==> src/rtl/vga_timing_gen_pkg.sv <==
// rtl/vga_timing_gen_pkg.sv - shared 640x480@60 timing defaults and total-count helper
package vga_timing_gen_pkg;

    // 640x480@60 defaults, also used by the pixel/RGB stage for coordinate compares
    localparam int unsigned DEF_CLK_DIV   = 2;
    localparam int unsigned DEF_H_DISPLAY = 640;
    localparam int unsigned DEF_H_FRONT   = 16;
    localparam int unsigned DEF_H_SYNC    = 96;
    localparam int unsigned DEF_H_BACK    = 48;
    localparam int unsigned DEF_V_DISPLAY = 480;
    localparam int unsigned DEF_V_FRONT   = 10;
    localparam int unsigned DEF_V_SYNC    = 2;
    localparam int unsigned DEF_V_BACK    = 33;
    localparam int unsigned DEF_CW        = 10;

    // Total counts per line / frame from the four timing segments
    function automatic int unsigned timing_total(
        input int unsigned display,
        input int unsigned front,
        input int unsigned sync,
        input int unsigned back
    );
        return display + front + sync + back;
    endfunction

endpackage

==> src/rtl/vga_pixel_tick.sv <==
// rtl/vga_pixel_tick.sv - clk divider producing a registered one-clk pixel tick
module vga_pixel_tick #(
    parameter int unsigned CLK_DIV = 2
) (
    input  logic clk,
    input  logic reset,
    output logic p_tick
);

    localparam int unsigned DW = (CLK_DIV > 1) ? $clog2(CLK_DIV) : 1;
    localparam logic [DW-1:0] DIV_LAST = DW'(CLK_DIV - 1);

    logic [DW-1:0] div_q;
    logic [DW-1:0] div_d;
    logic          p_tick_q;
    logic          p_tick_d;

    // Next divider value; the tick is high while the divider sits at its last count
    always_comb begin
        div_d    = (div_q == DIV_LAST) ? '0 : div_q + 1'b1;
        p_tick_d = (div_d == DIV_LAST);
    end

    // Divider and tick registers
    always_ff @(posedge clk or negedge reset) begin
        if (!reset) begin
            div_q    <= '0;
            p_tick_q <= 1'b0;
        end else begin
            div_q    <= div_d;
            p_tick_q <= p_tick_d;
        end
    end

    assign p_tick = p_tick_q;

endmodule

==> src/rtl/vga_timing_gen.sv <==
// rtl/vga_timing_gen.sv - VGA raster timing generator with registered sync/blank decode
module vga_timing_gen
    import vga_timing_gen_pkg::*;
#(
    parameter int unsigned CLK_DIV   = DEF_CLK_DIV,
    parameter int unsigned H_DISPLAY = DEF_H_DISPLAY,
    parameter int unsigned H_FRONT   = DEF_H_FRONT,
    parameter int unsigned H_SYNC    = DEF_H_SYNC,
    parameter int unsigned H_BACK    = DEF_H_BACK,
    parameter int unsigned V_DISPLAY = DEF_V_DISPLAY,
    parameter int unsigned V_FRONT   = DEF_V_FRONT,
    parameter int unsigned V_SYNC    = DEF_V_SYNC,
    parameter int unsigned V_BACK    = DEF_V_BACK,
    parameter bit          SYNC_POL  = 1'b0,
    parameter int unsigned CW        = DEF_CW
) (
    input  logic          clk,
    input  logic          reset,
    output logic          hsync,
    output logic          vsync,
    output logic          video_on,
    output logic          p_tick,
    output logic [CW-1:0] pixel_x,
    output logic [CW-1:0] pixel_y,
    output logic          frame_tick
);

    localparam int unsigned H_TOTAL = timing_total(H_DISPLAY, H_FRONT, H_SYNC, H_BACK);
    localparam int unsigned V_TOTAL = timing_total(V_DISPLAY, V_FRONT, V_SYNC, V_BACK);

    localparam logic [CW-1:0] H_LAST   = CW'(H_TOTAL - 1);
    localparam logic [CW-1:0] V_LAST   = CW'(V_TOTAL - 1);
    localparam logic [CW-1:0] H_VIS    = CW'(H_DISPLAY);
    localparam logic [CW-1:0] V_VIS    = CW'(V_DISPLAY);
    localparam logic [CW-1:0] HS_START = CW'(H_DISPLAY + H_FRONT);
    localparam logic [CW-1:0] HS_END   = CW'(H_DISPLAY + H_FRONT + H_SYNC - 1);
    localparam logic [CW-1:0] VS_START = CW'(V_DISPLAY + V_FRONT);
    localparam logic [CW-1:0] VS_END   = CW'(V_DISPLAY + V_FRONT + V_SYNC - 1);

    logic          tick_raw;

    logic [CW-1:0] x_q, x_d;
    logic [CW-1:0] y_q, y_d;
    logic          hsync_q, hsync_d;
    logic          vsync_q, vsync_d;
    logic          video_on_q, video_on_d;
    logic          p_tick_q, p_tick_d;
    logic          frame_tick_q, frame_tick_d;

    // The divider's tick is used as the counter enable; the outward p_tick is
    // re-registered here so it lines up with the counter update it caused.
    vga_pixel_tick #(
        .CLK_DIV (CLK_DIV)
    ) u_pixel_tick (
        .clk    (clk),
        .reset  (reset),
        .p_tick (tick_raw)
    );

    // Advance the raster position and decode sync/blank from the new position
    always_comb begin
        x_d          = x_q;
        y_d          = y_q;
        hsync_d      = hsync_q;
        vsync_d      = vsync_q;
        video_on_d   = video_on_q;
        p_tick_d     = tick_raw;
        frame_tick_d = 1'b0;
        if (tick_raw) begin
            if (x_q == H_LAST) begin
                x_d = '0;
                y_d = (y_q == V_LAST) ? '0 : y_q + 1'b1;
            end else begin
                x_d = x_q + 1'b1;
            end
            hsync_d      = ((x_d >= HS_START) && (x_d <= HS_END)) ? SYNC_POL : ~SYNC_POL;
            vsync_d      = ((y_d >= VS_START) && (y_d <= VS_END)) ? SYNC_POL : ~SYNC_POL;
            video_on_d   = (x_d < H_VIS) && (y_d < V_VIS);
            frame_tick_d = (x_d == '0) && (y_d == '0);
        end
    end

    // Raster state; reset parks at the last position so the first tick enters (0,0)
    always_ff @(posedge clk or negedge reset) begin
        if (!reset) begin
            x_q          <= H_LAST;
            y_q          <= V_LAST;
            hsync_q      <= ~SYNC_POL;
            vsync_q      <= ~SYNC_POL;
            video_on_q   <= 1'b0;
            p_tick_q     <= 1'b0;
            frame_tick_q <= 1'b0;
        end else begin
            x_q          <= x_d;
            y_q          <= y_d;
            hsync_q      <= hsync_d;
            vsync_q      <= vsync_d;
            video_on_q   <= video_on_d;
            p_tick_q     <= p_tick_d;
            frame_tick_q <= frame_tick_d;
        end
    end

    assign pixel_x    = x_q;
    assign pixel_y    = y_q;
    assign hsync      = hsync_q;
    assign vsync      = vsync_q;
    assign video_on   = video_on_q;
    assign p_tick     = p_tick_q;
    assign frame_tick = frame_tick_q;

endmodule

==> config.mk <==
export PLATFORM = sky130hd
export DESIGN_NAME = vga_timing_gen
export DESIGN_NICKNAME = d
export VERILOG_FILES = /design/src/rtl/vga_timing_gen_pkg.sv /design/src/rtl/vga_pixel_tick.sv /design/src/rtl/vga_timing_gen.sv
export SDC_FILE = /design/constraint.sdc
export NUM_CORES = 1
export LEC_CHECK = 0
export ABC_AREA = 0
export CAP_MARGIN = 15
export CORE_UTILIZATION = 54
export CTS_CLUSTER_DIAMETER = 80
export CTS_CLUSTER_SIZE = 28
export DETAILED_ROUTE_END_ITERATION = 7
export PLACE_DENSITY = 0.87
export SYNTH_ARGS = -nofsm -noshare
export SYNTH_HDL_FRONTEND = slang
export SYNTH_SLANG_ARGS = --single-unit
==> constraint.sdc <==
create_clock -name clk -period 3 [get_ports clk]
set_clock_uncertainty 0.1 [all_clocks]
set_input_delay 0.75 -clock clk [delete_from_list [all_inputs] [get_ports clk]]
set_output_delay 0.75 -clock clk [all_outputs]
set_load 0.05 [all_outputs]
# [Word level (Yosys, flattened, before mapping)]
# Index checks and enable logic that the tools add are counted.
[word_totals] output_inout_bits=25 wordCells=34 regBits=26 in_bits=2
[classes] magnitude_cmp=6 n_mux=9 eq_ne=2 n_addsub=3 n_reduce_logical=6
[ops] operator="$mux 10" count=5
[ops] operator="$add 10x1->10 const B" count=2
[ops] operator="$eq 10x10->1 const B" count=2
[ops] operator="$logic_not 10->1" count=2
[ops] operator="$ge 10x10->1 const B" count=1
[ops] operator="$ge 10x9->1 const B" count=1
[ops] operator="$le 10x10->1 const B" count=1
[ops] operator="$le 10x9->1 const B" count=1
[ops] operator="$lt 10x10->1 const B" count=1
[ops] operator="$lt 10x9->1 const B" count=1
[ops] operator="$logic_and 1x1->1" count=4
[ops] operator="$mux 1" count=4
[ops] operator="$add 1x1->1 const B" count=1

# [Longest topological paths before layout]
[depth] ltp_word=7 ltp_mapped=10 depth_no_buf=8

# [By module]
# From an unflattened synthesis, not the netlist that was laid out.
[unflattened] hier_cells=202 hier_area_um2=1811.7
[modules_own_cells] module="vga_timing_gen" seq_area_each_um2=640.6 instances=1 area_each_um2=1783.0 cells_per_inst=200
[modules_own_cells] module="vga_pixel_tick" seq_area_each_um2=25.0 instances=1 area_each_um2=28.8 cells_per_inst=2

# [Least setup slack after synthesis]
# No wires, ideal clock.
[synth_path] kind="register to register" startpoint="register x_q[1] (netlist: pixel_x[1])" endpoint="register vsync_q (netlist: vsync)" t_arrival_ps=2752 setup_ps=83 setup_slack_ps=64 required_time_ps=2817 path_stages_with_launch=10 cell_sequence="dfstp_2 ha_1 clkbuf_2 and4_4 buf_6 nand3_2 nor3_2 xor2_1 or4_1 o32a_1"
[synth_between] elab_chain_len=6 elab_cells_between_ends=7 cone_classes="2 x order compare; 1 x eq/ne; 3 x mux; 1 x reduce/logical"
[synth_lines] element="start, declared" line="vga_timing_gen.sv:42" text="logic [CW-1:0] x_q, x_d;"
[synth_lines] element="start signal, assigned" line="vga_timing_gen.sv:86" text="x_q <= H_LAST;"
[synth_lines] element="start signal, assigned" line="vga_timing_gen.sv:94" text="x_q <= x_d;"
[synth_lines] element="$eq 10x10->1 (*)" line="vga_timing_gen.sv:70" text="if (x_q == H_LAST) begin"
[synth_lines] element="$mux 10 (*)" line="vga_timing_gen.sv:70"
[synth_lines] element="$mux 10 (*)" line="vga_timing_gen.sv:69" text="if (tick_raw) begin"
[synth_lines] element="$ge 10x9->1 or $le 10x9->1 (tied branches)" line="vga_timing_gen.sv:77" text="vsync_d = ((y_d >= VS_START) && (y_d <= VS_END)) ? SYNC_POL : ~SYNC_POL;"
[synth_lines] element="$logic_and 1x1->1 (*)" line="vga_timing_gen.sv:77"
[synth_lines] element="$mux 1 (*)" line="vga_timing_gen.sv:77"
[synth_lines] element="end signal, assigned" line="vga_timing_gen.sv:89" text="vsync_q <= ~SYNC_POL;"
[synth_lines] element="end signal, assigned" line="vga_timing_gen.sv:97" text="vsync_q <= vsync_d;"
[synth_lines] element="end, declared" line="vga_timing_gen.sv:45" text="logic vsync_q, vsync_d;"
# Every way passes the cells marked *; elsewhere a longest branch is shown, timed or not. The select of a mux whose other input is x is not followed.
# A chain may end at the register's enable or synchronous reset.

# [Worst setup path in the final report]
[layout_path] startpoint="register y_q[3] (netlist: pixel_y[3])" endpoint="output port pixel_y[3]"
[layout_rtl] element="start, declared" line="vga_timing_gen.sv:43" text="logic [CW-1:0] y_q, y_d;"
[layout_rtl] element="start signal, assigned" line="vga_timing_gen.sv:95" text="y_q <= y_d;"
[layout_rtl] element="end, declared" line="vga_timing_gen.sv:24" text="output logic [CW-1:0] pixel_y,"
# No word-level cell between the ends.

==> results.json <==
{
  "power.internal_mw": 0.428,
  "cts_root_buf": "clkbuf_4",
  "drv_cap": 0,
  "post_dp_cell_area_um2": 2080,
  "grt_pass1_wl_mm": 7.16,
  "num_rows": 20,
  "slew_headroom_pct": 62.9,
  "hold_slack_ps": 410,
  "drtIter0Drc": 120,
  "synth_top_area_share_pct": 19.4,
  "slowest_delay_ps": 840,
  "grt_pass1_vias": 1491,
  "crit_start": "pixel_y[3]",
  "pwr_density_cell_nw_per_um2": 259,
  "synth_cell_type_count": 54,
  "critPathArrivalTime_ps": 1870,
  "htreeDepth": 1,
  "syn_inst": 203,
  "final_cell_mix": "clkdlybuf4s50_1, nand2_1, o21ai_0, nor2_1, dfrtp_1",
  "hold_buffers": 0,
  "track_usage_pct": 27.4,
  "synth_edf_count": 0,
  "synth_seq_area_share_pct": 36.8,
  "setup_violations": 0,
  "sw_frac_of_total_pct": 21.9,
  "p_clk_share_pct": 34.3,
  "cts_buffer_depth": 2,
  "fillers": 267,
  "report.final.slew_viol_count": 0,
  "netlist_area_um2": 1810,
  "io_pins": 27,
  "clock_sinks": 26,
  "tightest_slew_ps": 552,
  "place_ws_ps": 402,
  "design_area_um2": 2110,
  "vias": 1623,
  "grt_max_degree": 27,
  "insertion_delay_ps": 340,
  "critPathCaptureType": "primary output",
  "hold_viol": 0,
  "cp_cell_sequence": "clkdlybuf4s50_1",
  "seqPwrFrac_pct": 64.1,
  "layout_commonest_cell": "clkdlybuf4s50_1",
  "fin_setup_tns_ps": 0,
  "setup_slack_ps": 278,
  "required_ps": 2150,
  "drtPass1Iterations": 5,
  "yosysTopAreaCell": "dfrtp_1",
  "cp.buffers_inverters": 1,
  "synthTopCellsByArea": "dfrtp_1, dfstp_2, xnor2_1",
  "p_comb_share_pct": 1.6,
  "p_leak_nw": 0.838,
  "post_cts_buffers": 0,
  "p_sw_mw": 0.120,
  "gp_congestion": 0.992,
  "cts_tree": "built",
  "io_buffers": 26,
  "route.detailed.drc": 0,
  "synth_seq_cells": 26,
  "initial_core_util_pct": 57.8,
  "grt_overflow_total": 0,
  "crit_fanout": 14,
  "nets": 231,
  "syn_avg_cell_area_um2": 8.91,
  "die_w_um": 59.9,
  "crit_type": "reg -> out",
  "min_path_type": "reg -> reg",
  "finalWirelength_mm": 4.39,
  "synthToLayoutAreaGrowth_pct": 16.9,
  "dp_hpwl_mm": 3.17,
  "rsz0062_at_grt": "false",
  "ant_nets": 0,
  "crit_slowest_cell": "clkdlybuf4s50_1",
  "crit_path_start_kind": "register",
  "critPathTopFamily": "buffers and inverters",
  "numCtsBuffers": 3,
  "ys_warn_count": 0,
  "vdd_drop_max_mv": 0.195,
  "core_um2": 3130,
  "fmax_mhz": 367,
  "synthArstFlopShare_pct": 100,
  "post_cts_resized": 0,
  "die_area_um2": 3590,
  "antenna_found_initial": 0,
  "status": "completed",
  "hold_path.startpoint": "hsync",
  "die_h_um": 59.9,
  "viasPerCell": 6.08,
  "finalCriticalPeriod_ps": 2720,
  "drive_gt1_share_pct": 14.3,
  "routedWlPerCell_um": 16.4,
  "clkTransAtPathRegs_ps": 150,
  "reg2reg_from": "pixel_y[3]",
  "post-route-period-util_pct": 90.7,
  "n_antenna_cell": 0,
  "ys.flop_type": "dfrtp_1",
  "syn_nets": 210
}
[kinds of logic (layout without fill, tap and decap cells)]
family	after synthesis	count (layout)	share of synthesized area (%)
mux	4	4	2.35
simple gates	76	76	24.4
flops	26	26	36.8
buf+inv	24	44	6.50
fa+ha+maj	5	5	3.46
compound gates	54	54	19.7
xor+xnor	14	14	6.78
[synth_stat cells, drive strengths merged (3+ instances only)]
cell    instances
dfstp          12
clkbuf          5
xor2            3
xnor2          11
dfrtp          14
ha              5
a31oi           4
nand2          18
nand4           7
nor3            5
o21ai          16
a211oi          4
and3            4
nor2           14
nand3          14
a21oi           9
and4            6
inv             8
buf            10
[state kept, by name, summed over array words and instances, names as in the netlist]
| signal | cells |
|---|---|
| pixel_y | 10 |
| video_on | 1 |
| vsync | 1 |
| frame_tick | 1 |
| pixel_x | 10 |
| hsync | 1 |
| u_pixel_tick.div_q | 1 |
| p_tick | 1 |
[path summary, 6_finish.rpt]
| kind | slack, ps | cells past startpoint | end |
|---|---|---|---|
| max | 280 | 1 | pixel_y[3] |
| min | 410 | 2 | hsync |
| max reg2reg | 330 | 6 | vsync |
| min reg2reg | 410 | 2 | hsync |
| max in group asynchronous | 1850 | 2 | pixel_x[8] |
| min in group asynchronous | 650 | 2 | pixel_y[7] |
[area by class of cell]
class,count,area [µm²],area share (%)
repair buffers,31,298,14.1
multi-input cells,153,1030,48.5
well taps,44,55.1,2.60
inverters,9,33.8,1.60
clock buffers,4,36.3,1.72
flip-flops and latches,26,666,31.5
[power groups by stage]
| stage | sequential (mW) | combinational (mW) | clock [mW] |
|---|---|---|---|
| after floorplan | 0.357 | 0.000000443 | 0 |
| after global placement | 0.357 | 0.00900 | 0 |
| final | 0.352 | 0.00859 | 0.188 |
| after detailed placement | 0.357 | 0.00917 | 0 |
| after global routing | 0.352 | 0.0102 | 0.206 |
| after CTS | 0.352 | 0.00911 | 0.192 |
[per-stage QoR]
step / cells / util (%) / total power [mW]
4_1_cts: 267 / 67.6 / 0.552
3_3_place_gp: 263 / 66.4 / 0.366
6_report: 267 / 67.6 / 0.548
2_1_floorplan: 203 / - / 0.357
3_5_place_dp: 263 / 66.4 / 0.366
5_1_grt: 267 / 67.6 / 0.568
[per-layer routing]
metal / global-route usage (%) / up-vias / wire, µm
met4: 13.3 / 0 / 65
met2: 38.9 / 60 / 2030
li1: - / 786 / -
met5: 0 / - / 0
met1: 39.9 / 770 / 2000
met3: 4.76 / 7 / 289
Power figures use the tool's default switching activity.
